<file path="config.mk">
export PLATFORM = sky130hd
export DESIGN_NAME = serial_sub
export DESIGN_NICKNAME = d
export VERILOG_FILES = /design/src/rtl/serial_sub_pkg.sv /design/src/rtl/serial_sub_full_sub.sv /design/src/rtl/serial_sub.sv
export SDC_FILE = /design/constraint.sdc
export NUM_CORES = 1
export LEC_CHECK = 0
export ABC_CLOCK_PERIOD_IN_PS = 1650
export CORE_ASPECT_RATIO = 0.7
export CORE_MARGIN = 2
export CORE_UTILIZATION = 25
export CTS_BUF_LIST = sky130_fd_sc_hd__clkbuf_8
export DETAILED_ROUTE_END_ITERATION = 7
export DONT_BUFFER_PORTS = 1
export PLACE_DENSITY = 0.36
export SETUP_SLACK_MARGIN = 0.2
export SKIP_CTS_REPAIR_TIMING = 1
export SYNTH_ARGS = -nofsm -noshare
export SYNTH_HDL_FRONTEND = slang
export SYNTH_HIERARCHICAL = 1
export SYNTH_SLANG_ARGS = --single-unit
export TNS_END_PERCENT = 10
</file>
<file path="constraint.sdc">
create_clock -name clk -period 1.65 [get_ports clk]
set_input_delay 0.33 -clock clk [delete_from_list [all_inputs] [get_ports clk]]
set_output_delay 0.33 -clock clk [all_outputs]
set_load 0.1 [all_outputs]
</file>
<file path="src/rtl/serial_sub_pkg.sv">
// Shared types and helpers for the bit-serial subtractor.
package serial_sub_pkg;

    // Controller states: wait for operands, shift bits through the cell, present the result
    typedef enum logic [1:0] {
        IDLE = 2'd0,
        RUN  = 2'd1,
        DONE = 2'd2
    } state_t;

    // Bit-counter width for an n-bit operand; never narrower than one bit
    function automatic int cnt_w(input int n);
        int w;
        w = $clog2(n);
        return (w < 1) ? 1 : w;
    endfunction

endpackage

</file>
<file path="src/rtl/serial_sub_full_sub.sv">
// One-bit full subtractor cell: d = a - b - bin, bo = borrow out.
module full_sub (
    input  logic a,
    input  logic b,
    input  logic bin,
    output logic d,
    output logic bo
);

    // Difference and borrow of a single bit position
    always_comb begin
        d  = a ^ b ^ bin;
        bo = (~a & b) | (~a & bin) | (b & bin);
    end

endmodule

</file>
<file path="src/rtl/serial_sub.sv">
// Bit-serial N-bit unsigned subtractor, diff = a - b - bin, LSB first, one bit per clock.
// Optional build macro SERIAL_SUB_SAT_EN: clamp diff to zero when the final borrow is set.
module serial_sub #(
    parameter int N = 8
) (
    input  logic         clk,
    input  logic         rst,
    input  logic         in_valid,
    output logic         in_ready,
    input  logic [N-1:0] a,
    input  logic [N-1:0] b,
    input  logic         bin,
    output logic         out_valid,
    input  logic         out_ready,
    output logic [N-1:0] diff,
    output logic         bout
);
    import serial_sub_pkg::*;

    localparam int            CW   = cnt_w(N);
    localparam logic [CW-1:0] LAST = CW'(N - 1);

    state_t        state;
    logic [N-1:0]  a_sr;
    logic [N-1:0]  b_sr;
    logic [N-1:0]  diff_sr;
    logic          borrow;
    logic [CW-1:0] count;
    logic          d;
    logic          bo;
    logic [N-1:0]  diff_next;
    logic [N-1:0]  diff_final;

    full_sub u_cell (
        .a   (a_sr[0]),
        .b   (b_sr[0]),
        .bin (borrow),
        .d   (d),
        .bo  (bo)
    );

    // New result bit enters at the MSB so that after N shifts bit 0 sits at the LSB
    always_comb begin
        diff_next = (diff_sr >> 1) | (N'(d) << (N - 1));
    end

    // Result presented in DONE: wrap-around, or clamped to zero on underflow when saturating
    always_comb begin
`ifdef SERIAL_SUB_SAT_EN
        diff_final = bo ? '0 : diff_next;
`else
        diff_final = diff_next;
`endif
    end

    // Controller, operand/result shift registers, borrow flop and registered handshake outputs
    always_ff @(posedge clk or posedge rst) begin
        if (rst) begin
            state     <= IDLE;
            in_ready  <= 1'b1;
            out_valid <= 1'b0;
            diff      <= '0;
            bout      <= 1'b0;
            a_sr      <= '0;
            b_sr      <= '0;
            diff_sr   <= '0;
            borrow    <= 1'b0;
            count     <= '0;
        end else begin
            case (state)
                IDLE: begin
                    if (in_valid && in_ready) begin
                        a_sr     <= a;
                        b_sr     <= b;
                        diff_sr  <= '0;
                        borrow   <= bin;
                        count    <= '0;
                        in_ready <= 1'b0;
                        state    <= RUN;
                    end
                end
                RUN: begin
                    diff_sr <= diff_next;
                    borrow  <= bo;
                    a_sr    <= a_sr >> 1;
                    b_sr    <= b_sr >> 1;
                    count   <= count + CW'(1);
                    if (count == LAST) begin
                        diff      <= diff_final;
                        bout      <= bo;
                        out_valid <= 1'b1;
                        state     <= DONE;
                    end
                end
                DONE: begin
                    if (out_ready) begin
                        out_valid <= 1'b0;
                        in_ready  <= 1'b1;
                        state     <= IDLE;
                    end
                end
                default: begin
                    out_valid <= 1'b0;
                    in_ready  <= 1'b1;
                    state     <= IDLE;
                end
            endcase
        end
    end

endmodule

</file>
Word-level counts from Yosys, hierarchy flattened:

Cells that the tools add are included.
Widths: inputs -> output; s select.

* register bits: 41
* bits in latches: 0
* RAM bits: 0
* bits in read-only memories: 0
* input bits: 21
* memories kept: 0

* add/sub/neg operators: 1
* multiply operators: 0
* div/mod/pow operators: 0
* order comparisons: 0
* eq/ne operators: 6
* shift-type cells: 0
* muxes and demuxes: 20
* bitwise logic cells: 11
* reductions and logical operators: 8

Operators with widths (count)
* $pmux 8 s2: 3
* $mux 8: 3
* $reduce_and 3->1: 3
* $or 7x8->8: 1
* $mux 2: 3
* $ne 2x2->1 const B: 3
* $pmux 1 s3: 2
* $pmux 2 s3: 1
* $pmux 3 s2: 1
* $mux 1: 5
* $reduce_and 2->1: 2
* $add 3x1->3 const B: 1
* $and 1x1->1: 3
* $eq 3x3->1 const B: 1
* $mux 3: 1
* $not 1->1: 3
* $eq 2x1->1 const B: 1
* $eq 2x2->1 const B: 1
* $logic_not 2->1: 1
* $or 1x1->1: 2
* $pmux 1 s2: 1
* $reduce_bool 2->1: 1
* $xor 1x1->1: 2
* $logic_and 1x1->1: 1

Longest topological paths before layout:

* depth after elaboration: 5
* depth in mapped cells: 6
* depth with buffers taken out: 4

Cells and area by module:

Netlist, hierarchy kept.

By module, submodules not included
* serial_sub: times used 1, cells an instance 144, area an instance 1745.4 um^2, sequential area each 1002.2 um^2
* full_sub: times used 1, cells an instance 3, area an instance 27.5 um^2, sequential area each 0.0 um^2

Least setup slack after synthesis:

OpenSTA, ideal clock, no wires.

* path type: register to register
* start point: register in_ready
* end point: register diff_sr[1]
* library setup time: 0.121 ns
* data arrival time: 1.694 ns
* required time: 1.529 ns
* slack: -0.165 ns
* cell stages (with the launch flop): 6
* path through: dfstp_2 -> a21oi_2 -> or2_1 -> buf_2 -> buf_6 -> a22o_1

* longest elaborated chain between the ends: 3

Ends and longest elaborated chain
* start, declared: RTL line serial_sub.sv:9 `output logic in_ready,`
* start signal, assigned: RTL line serial_sub.sv:60 `in_ready <= 1'b1;`
* start signal, assigned: RTL line serial_sub.sv:78 `in_ready <= 1'b0;`
* start signal, assigned: RTL line serial_sub.sv:98 `in_ready <= 1'b1;`
* $logic_and 1x1->1: RTL line serial_sub.sv:72 `if (in_valid && in_ready) begin`
* $ne 2x2->1 (no source line)
* $reduce_and 2->1 (no source line)
* end signal, assigned: RTL line serial_sub.sv:83 `diff_sr <= diff_next;`
* end, declared: RTL line serial_sub.sv:26 `logic [N-1:0] diff_sr;`

No other way between the ends.
A chain may end at the register's enable or synchronous reset.

Worst setup path in the final report:

* start point: register in_ready
* end point: output port in_ready

No word-level cell between the ends.

==> impl_metrics.env <==
export IMPL_run_status="finished, final reports clean"
export IMPL_drt_iter0_markers=30
export IMPL_vias=1165
export IMPL_grt_overflow_total=0
export IMPL_cp_start_kind="register"
export IMPL_synth_nets=171
export IMPL_synth_common_cells="dfrtp_1 (39), o21ai_0 (20), mux2i_1 (15), o21ai_1 (15), mux2_2 (10)"
export IMPL_synthTopCellsByArea="dfrtp_1 (55%), mux2i_1 (8.5%), mux2_2 (6.4%)"
export IMPL_drive_gt1_frac=0.270
export IMPL_htreeDepth=2
export IMPL_core_area_um2=6820
export IMPL_antenna_cells=0
export IMPL_wirelength_um=3810
export IMPL_fillers=723
export IMPL_avgSynthCellArea_um2=12.1
export IMPL_slew_viol_final=0
export IMPL_viasPerCell=4.53
export IMPL_cp_end_kind="output port"
export IMPL_crit_arrival_ps=1140
export IMPL_leakagePower_nw=1.05
export IMPL_switching_share=0.423
export IMPL_p_per_area_nw_per_um2=1960
export IMPL_path_buf_inv=1
export IMPL_drtAntennaViolNets=0
export IMPL_finClkSkew_ps=14.1
export IMPL_crit_path_max_incr_delay_ps=660
export IMPL_cp_max_fo=4
export IMPL_antenna_found_initial=0
export IMPL_grt_setup_unrepaired="yes"
export IMPL_p_total_mw=4.15
export IMPL_dieArea_um2=7790
export IMPL_multi_input_area_um2=717
export IMPL_synthCells=147
export IMPL_numPortBuffers=0
export IMPL_crit_family="flip-flops"
export IMPL_fin_crit_ps=1470
export IMPL_switching_power_mw=1.76
export IMPL_netlist_area_leader_share=0.550
export IMPL_cts_sinks=40
export IMPL_grt_util_all_layers=0.104
export IMPL_synth_top_cell_by_area="dfrtp_1"
export IMPL_ys_async_sr_fraction=1.00
export IMPL_start_util=0.260
export IMPL_post_route_period_util=0.889
export IMPL_syn_to_final_growth_pct=19.5
export IMPL_grt_pass1_vias=1227
export IMPL_synth_edf_count=0
export IMPL_clock_latency_ps=300
export IMPL_dpl_hpwl_um=2520
export IMPL_setup_viol=0
export IMPL_cap_violations=0
export IMPL_drc=0
export IMPL_wl_per_cell_um=14.8
export IMPL_hold_violations=0
export IMPL_fin_hold_ws_ps=36.6
export IMPL_fmax_mhz=682
export IMPL_fp_dieH_um=74.5
export IMPL_synth_ff_type="dfrtp_1"
export IMPL_crit_chain="buf_12"
export IMPL_grt_max_degree=41
export IMPL_yosysMostFrequentCell="dfrtp_1"
export IMPL_required_ps=1320
export IMPL_register_area_um2=1010
export IMPL_die_w_um=105
export IMPL_max_vdd_ir_drop_mv=0.567
export IMPL_worst_slew_pin_slew_ps=505
export IMPL_yosysUniqueCellTypes=25
export IMPL_seqPwrFrac=0.384
export IMPL_gp_congestion=0.697
export IMPL_cpMaxStageDelayCell="dfstp_4"
export IMPL_ys_warn_count=6
export IMPL_nets=186
export IMPL_path_clk_slew_ps=90
export IMPL_comb_power_share=0.422
export IMPL_cts_path_max_buffers=2
export IMPL_synth_seq_cells=40
export IMPL_relSlewSlack=0.663
export IMPL_p_clk_frac=0.193
export IMPL_yosysSeqAreaShare=0.565
export IMPL_crit_type="reg2out"
export IMPL_intPower_mw=2.40
export IMPL_syn_area_um2=1770
export IMPL_io_pins=32
export IMPL_cts_buffers=5
export IMPL_cts_tree="built"
export IMPL_drt_first_pass_iters=4
export IMPL_grt_pass1_wl_um=6130
export IMPL_hold_class="in2async"
export IMPL_fp_row_count=25
export IMPL_ctsRootBufferMaster="clkbuf_8"
logic make-up (layout without fill, tap and decap cells):
kind of cell    after synthesis  in the layout  synth area share
compound gates               51             51             0.166
buf+inv                      15             30            0.0494
mux                          25             25             0.148
fa+ha+maj                     3              3            0.0254
flops                        40             40             0.565
simple gates                 13             14            0.0459
sequential cells by signal, indices dropped and copies added (netlist names):
register	cells
state	2
borrow	1
diff	8
out_valid	1
in_ready	1
bout	1
a_sr	8
count	3
b_sr	8
diff_sr	7
placed cells by master, fill, tap and decap left out:
cell | Yosys | layout
o21ai_0 | 20 | 20
nand2_1 | 3 | 3
mux2i_1 | 15 | 15
clkinvlp_4 | 0 | 1
nand2b_1 | 2 | 2
dfrtp_1 | 39 | 38
dfrtp_2 | 0 | 1
nor2b_2 | 0 | 1
a21oi_1 | 5 | 5
o21ai_1 | 15 | 15
buf_4 | 6 | 16
nor2_1 | 2 | 2
dfstp_4 | 0 | 1
a21oi_4 | 0 | 1
mux2_2 | 10 | 10
ha_1 | 2 | 1
fa_1 | 1 | 1
buf_12 | 0 | 1
or2_2 | 1 | 1
bufinv_16 | 0 | 1
a22o_1 | 9 | 9
clkinv_2 | 0 | 1
nand2_4 | 1 | 2
o22ai_1 | 1 | 1
and4b_1 | 2 | 2
or2_1 | 1 | 1
inv_1 | 4 | 4
buf_6 | 1 | 1
clkbuf_8 | 0 | 5
ha_4 | 0 | 1
power by group through the flow:
| stage | sequential (mW) | clock, mW | combinational, mW |
|---|---|---|---|
| after detailed placement | 1.62 | 0 | 1.73 |
| after CTS | 1.59 | 0.829 | 1.74 |
| final | 1.60 | 0.803 | 1.75 |
| after global routing | 1.65 | 0.882 | 1.90 |
| after global placement | 1.61 | 0 | 1.69 |
| after floorplan | 2.16 | 0 | 0.818 |
cell type report:
type | count | share of cell area
Tap cell | 94 | 0.0555
Clock inverter | 3 | 0.0201
Inverter | 4 | 0.00708
Timing Repair Buffer | 18 | 0.0714
Clock buffer | 5 | 0.0325
Multi-Input combinational cell | 93 | 0.338
Sequential cell | 40 | 0.475
final timing paths:
check | from | end | slack [ps] | cells past startpoint
setup / recovery | in_ready | in_ready | 180 | 1
hold / removal | rst | count[0] | 40 | 2
setup reg to reg | in_ready | diff_sr[4] | 210 | 4
hold reg to reg | count[0] | count[0] | 500 | 1
max in group asynchronous | rst | state[0] | 1240 | 2
min in group clk | in_valid | in_ready | 80 | 1
metrics by stage:
stage | area (µm²) | setup slack [ps] | instances | setup TNS, ps | utilization
final | 2120 | 183 | 257 | 0 | 0.311
after global routing | 2120 | 150 | 257 | 0 | 0.311
after CTS | 2080 | 69.3 | 256 | 0 | 0.304
after detailed placement | 1960 | 179 | 248 | 0 | 0.288
after global placement | 1960 | 210 | 248 | 0 | 0.288
after floorplan | 1790 | -8.27 | 147 | -41.3 | -
metal layers:
metal  routed length [µm]  global-route usage  share of wire  vias to the layer above
li1                     -                   -              -                      553
met1                 1890               0.138           0.50                      585
met2                 1660               0.153           0.44                       22
met3                  202              0.0386          0.053                        5
met4                   55              0.0489          0.014                        0
met5                    0                   0              0                        -
Power figures use the tool's default switching activity.
